[src/rtl/req_resp_delay_pipe.sv]
// Request/response stimulus pipe: issues a tagged `a` one cycle after an
// accepted request and the matching `b` exactly LATENCY cycles later.
module req_resp_delay_pipe #(
   parameter int LATENCY = 3,
   parameter int TAG_W   = 4
) (
   input  logic             clk,
   input  logic             rst,
   input  logic             enable,
   input  logic             flush,
   input  logic             req_in,
   input  logic [TAG_W-1:0] req_tag,
   output logic             req_ready,
   output logic             valid,
   output logic             a,
   output logic [TAG_W-1:0] a_tag,
   output logic             b,
   output logic [TAG_W-1:0] b_tag,
   output logic [3:0]       outstanding,
   output logic             busy,
   output logic             err_drop
);

   typedef enum logic [1:0] {
      IDLE  = 2'd0,
      RUN   = 2'd1,
      DRAIN = 2'd2
   } state_t;

   state_t state, state_nxt;

   logic [LATENCY:0]            vld;
   logic [LATENCY:0][TAG_W-1:0] tag;
   logic [3:0]                  out_q;
   logic                        accept;
   logic                        drained;

   assign accept  = req_in && req_ready;
   // the entry in the last stage is completing now, so it is not pending
   assign drained = ~|vld[LATENCY-1:0];

   always_ff @(posedge clk or posedge rst) begin
      if (rst) state <= IDLE;
      else     state <= state_nxt;
   end

   always_comb begin
      state_nxt = state;
      if (flush) begin
         state_nxt = IDLE;
      end else begin
         unique case (state)
            IDLE:    if (enable) state_nxt = RUN;
            RUN:     if (!enable) state_nxt = DRAIN;
            DRAIN: begin
               if (enable)       state_nxt = RUN;
               else if (drained) state_nxt = IDLE;
            end
            default: state_nxt = IDLE;
         endcase
      end
   end

   always_comb begin
      req_ready   = (state == RUN) && !flush;
      valid       = vld[0];
      a           = vld[0];
      a_tag       = vld[0] ? tag[0] : '0;
      b           = vld[LATENCY];
      b_tag       = vld[LATENCY] ? tag[LATENCY] : '0;
      outstanding = out_q;
      busy        = (state != IDLE) || (out_q != 4'd0);
   end

   always_ff @(posedge clk or posedge rst) begin
      if (rst) begin
         vld <= '0;
         tag <= '0;
      end else if (flush) begin
         vld <= '0;
         tag <= '0;
      end else begin
         vld <= {vld[LATENCY-1:0], accept};
         tag <= {tag[LATENCY-1:0], (accept ? req_tag : {TAG_W{1'b0}})};
      end
   end

   // tracks entries in stages 0..LATENCY-1 after each edge
   always_ff @(posedge clk or posedge rst) begin
      if (rst)        out_q <= 4'd0;
      else if (flush) out_q <= 4'd0;
      else            out_q <= out_q + 4'(accept) - 4'(vld[LATENCY-1]);
   end

   always_ff @(posedge clk or posedge rst) begin
      if (rst)                       err_drop <= 1'b0;
      else if (req_in && !req_ready) err_drop <= 1'b1;
   end

endmodule

[config.mk]
export PLATFORM = sky130hd
export DESIGN_NAME = req_resp_delay_pipe
export DESIGN_NICKNAME = d
export VERILOG_FILES = /design/src/rtl/req_resp_delay_pipe.sv
export SDC_FILE = /design/constraint.sdc
export NUM_CORES = 1
export LEC_CHECK = 0
export CAP_MARGIN = 20
export CORE_ASPECT_RATIO = 0.6
export CORE_UTILIZATION = 51
export DETAILED_ROUTE_END_ITERATION = 6
export PLACE_DENSITY = 0.8
export SLEW_MARGIN = 30
export SYNTH_ARGS = -nofsm -noshare
export SYNTH_HDL_FRONTEND = slang
export SYNTH_SLANG_ARGS = --single-unit
[constraint.sdc]
create_clock -name clk -period 4.5 [get_ports clk]
set_input_delay 0.675 -clock clk [delete_from_list [all_inputs] [get_ports clk]]
set_output_delay 0.675 -clock clk [all_outputs]
set_load 0.01 [all_outputs]
==> impl.org <==
** Clocking
- After clock tree synthesis, the flow added hold-fix buffers numbering 0.
- Clock tree from TritonCTS :: yes
- Number of buffers between clock root and the deepest sink :: 2
- Later-pin clock latency in the skew report :: 320 ps
- The tree is rooted in a clkbuf_4.
- Post-CTS repair changed the size of 0 cells.
- Setup fix buffers added after clock tree synthesis :: 0
- Counting the buffers created by CTS gives 3.
- After clock tree synthesis, the clock-pin slew on the worst setup and hold paths is 140 ps.
- CTS built an H-tree with a depth of 1.
- # clock sinks :: 27

** Global routing
- Global route overflow :: 0
- Entering global routing, the biggest net connects 28 pins.
- Via count of the first global-routing pass :: 708
- For this run, the total global-route usage over all layers was measured as 19.3%.
- First-pass GRT wire length :: 3280 microns
- The initial antenna violation count came to 0.

** Timing
- Count of pins over their slew limit :: 0
- Setup repair after global routing left no endpoint under its margin.
- Summed over all failing endpoints, the final setup total negative slack is 0 ps.
- Maximum clock skew at final layout :: 8.78 ps
- Counting I/O delays and the setup requirement, the final critical path takes roughly 3300 ps.
- Measured against its own limit, the worst slew margin works out to 42.5%.
- Setup violations remaining at the end of the flow were counted as 0.
- Portion of the clock cycle consumed by the worst path in the final layout :: 73.2%
- Fmax :: 0.304 GHz
- At the pin with the least slew margin, the transition time is 859 ps.
- Count of final hold-check violations :: 0
- Final hold analysis gives a worst-case slack of between 400 and 500 ps.

** Setup path
- Traced cell by cell, the critical path runs through clkdlybuf4s50_1 > nor3b_4 > clkdlybuf4s50_1.
- Crit. path cell count :: 3
- The worst register-to-register path begins at state[1]$_DFFE_PP0P_.
- The largest individual stage delay along the critical path comes from the cell clkdlybuf4s50_1.
- Delay-heaviest family, CP :: buffers and inverters
- Measured in cells, the most critical reg-to-reg path has a length of 9.
- STA classifies the critical path endpoint as an output port.
- By instance count, the cell type seen most on the critical path is clkdlybuf4s50_1.
- Count of buffer and inverter cells on the critical path :: 2
- The worst setup path is of the in -> out kind.
- R2r endpoint :: outstanding[2]$_DFF_PP0_
- Arrival time worst endpoint :: 2620 ps
- Setup slack of the worst register-to-register path :: 2190 ps
- Critical Path Fanout Max :: 23
- For the worst setup path, the data required time is 3830 ps.
- Worst Setup Start Kind :: input pin
- For this run, the slowest stage of the critical path takes ~850 ps.

** Synthesis
- In this run the cell area of the synthesized design comes to 1120 sq um.
- Among all cell types in the netlist, the one instantiated most often is dfrtp_1.
- Synthesis-stage register bit count :: 27
- In the synthesized netlist, the number of instances is 93.
- Sorting the synthesized cells by how often they occur yields 27 x dfrtp_1, 18 x nor2b_1, 8 x and2_1, 8 x inv_1, 5 x ha_1.
- Largest area contributor in the netlist :: dfrtp_1
- Share of synthesized registers carrying an async set or reset :: 100%
- The synthesized design contains 0 enable-type register cells.
- Number of nets produced by synthesis :: 108
- Count of synthesis-stage warnings from yosys :: 0
- In this run, distinct cell masters in the synthesized netlist total 26.
- Of the synthesized area, sequential elements account for 60.2%.
- Dominant register cell in the synthesized netlist :: dfrtp_1
- After synthesis, the cell types taking the most area are dfrtp_1 60%, nor2b_1 10%, ha_1 5.6%.
- After synthesis, the largest area contributor takes up around three fifths of total cell area.
- Syn_area_per_cell :: ~12 sq um

** Floorplanning
- The floorplan step defined a die boundary enclosing around 2400 sq um.
- Effective utilization at floorplan :: between 50% and 60%
- Overall die width :: between 60 and 70 microns
- Placeable Area :: between 1500 and 2000 sq um
- The initialized floorplan defines 12 standard-cell rows.
- Die boundary height :: 38.3 microns
- Top-Level Pins :: 27

** Final layout
- Filler cell count :: 133
- Layout cell share with drive strength beyond 1 :: 7.50%
- After the last flow step, the layout net total stands at 136.
- Total inserted antenna cells :: 0
- Layout Area Growth over Synthesis :: 27.4%

** Drt
- Detailed Routing Iterations Pass 1 :: 4
- Dividing the detail-routed via count by the number of cells gives about 4.8.
- After detailed routing, the number of remaining DRC violations is 0.
- For this block, the via count after detailed routing is 714.
- Final routed wirelength across all metal layers :: 1910 microns
- Number of nets with antenna violations after detailed routing :: 0
- The first routing iteration left 22 violations.
- Average wire per standard cell :: 12.9 microns

** Hold path
- The worst hold path begins at tag[7]$_DFF_PP0_.
- For hold timing, the worst endpoint is tag[11]$_DFF_PP0_.
- Class of the tightest hold or removal check :: reg -> reg
- Worst hold path stage count :: 1

** Placed design
- Input and output buffers added on the ports amount to 26.
- Detailed placement finished with a half-perimeter wire length of 1400 microns.
- Routability-driven placement congestion ratio :: 0.784

** Power
- After layout, the design draws a total of 0.404 mW.
- In this run the power density over the cells is approximately 280 nW/um^2.
- The analysis attributes to cell leakage a power of 0.692 nW.
- IR analysis of the VDD net gives a maximum drop of 232 uV.

** Status
- Outcome :: complete, no violations

** Flow run
- Max_cap viols :: 0
## worst max-delay path by stage
stage | end | slack, ps | start
global route | req_ready | 1090 | flush
floorplan | outstanding[2]$_DFF_PP0_ | 2160 | flush
CTS | req_ready | 1210 | flush
global placement | outstanding[2]$_DFF_PP0_ | 1120 | flush
finish | req_ready | 1210 | flush
detailed placement | outstanding[2]$_DFF_PP0_ | 1000 | flush
## layer usage
layer	wire, microns	up-vias	GRT usage (%)
li1	-	347	-
met1	897	338	25.2
met2	874	25	31.0
met3	118	4	6.55
met4	18	0	5.81
met5	0	-	0
## report_power, final
part	internal, mW	switching, mW
Clock	0.0339	0.0683
Sequential	0.248	0.00374
Combinational	0.0261	0.0241
## cell families after synthesis
family,count (synthesis),share of synthesized area (%)
flops,27,60.2
compound gates,6,3.46
buf+inv,12,4.57
fa+ha+maj,6,7.36
simple gates,41,23.6
xor+xnor,1,0.781
## state kept, by name, indices dropped and copies added (netlist names)
register / cells
err_drop: 1
vld: 4
outstanding: 4
state: 2
tag: 16
## worst reg2reg max path, stage by stage (launching register included)
cell and delay, ps:
dfrtp_1 500, nor3b_4 330, and2_4 210, inv_2 30, ha_1 260, inv_1 40
ha_1 200, fa_1 390, xnor2_1 170, nor2_1 50
## cell type report
| type | count | area [sq um] | share of cell area, % |
|---|---|---|---|
| multi-input cells | 54 | 395 | 27.6 |
| inverters | 9 | 33.8 | 2.36 |
| repair buffers | 26 | 260 | 18.2 |
| flip-flops and latches | 27 | 676 | 47.2 |
| clock inverters | 1 | 7.51 | 0.525 |
| well taps | 28 | 35.0 | 2.45 |
| clock buffers | 3 | 22.5 | 1.57 |
## per-stage QoR
stage / cell area, sq um / setup WS, ps / instances / utilization (%)
after floorplan: 1120 / 2160 / 93 / -
after CTS: 1430 / 1210 / 148 / 73.3
after global routing: 1430 / 1090 / 148 / 73.3
final: 1430 / 1210 / 148 / 73.3
after detailed placement: 1400 / 1000 / 144 / 71.7
after global placement: 1400 / 1120 / 144 / 71.7
## layout by cell type (no fill, tap or decap), types with 2 or more instances in the layout
cell type	n
clkdlybuf4s50_1	26
inv_1	7
and2_1	8
and3_1	4
a21oi_1	3
dfrtp_1	27
nor2b_1	18
nor2_1	2
ha_1	5
clkbuf_4	3
inv_2	2
(Power assumes the default switching activity.)
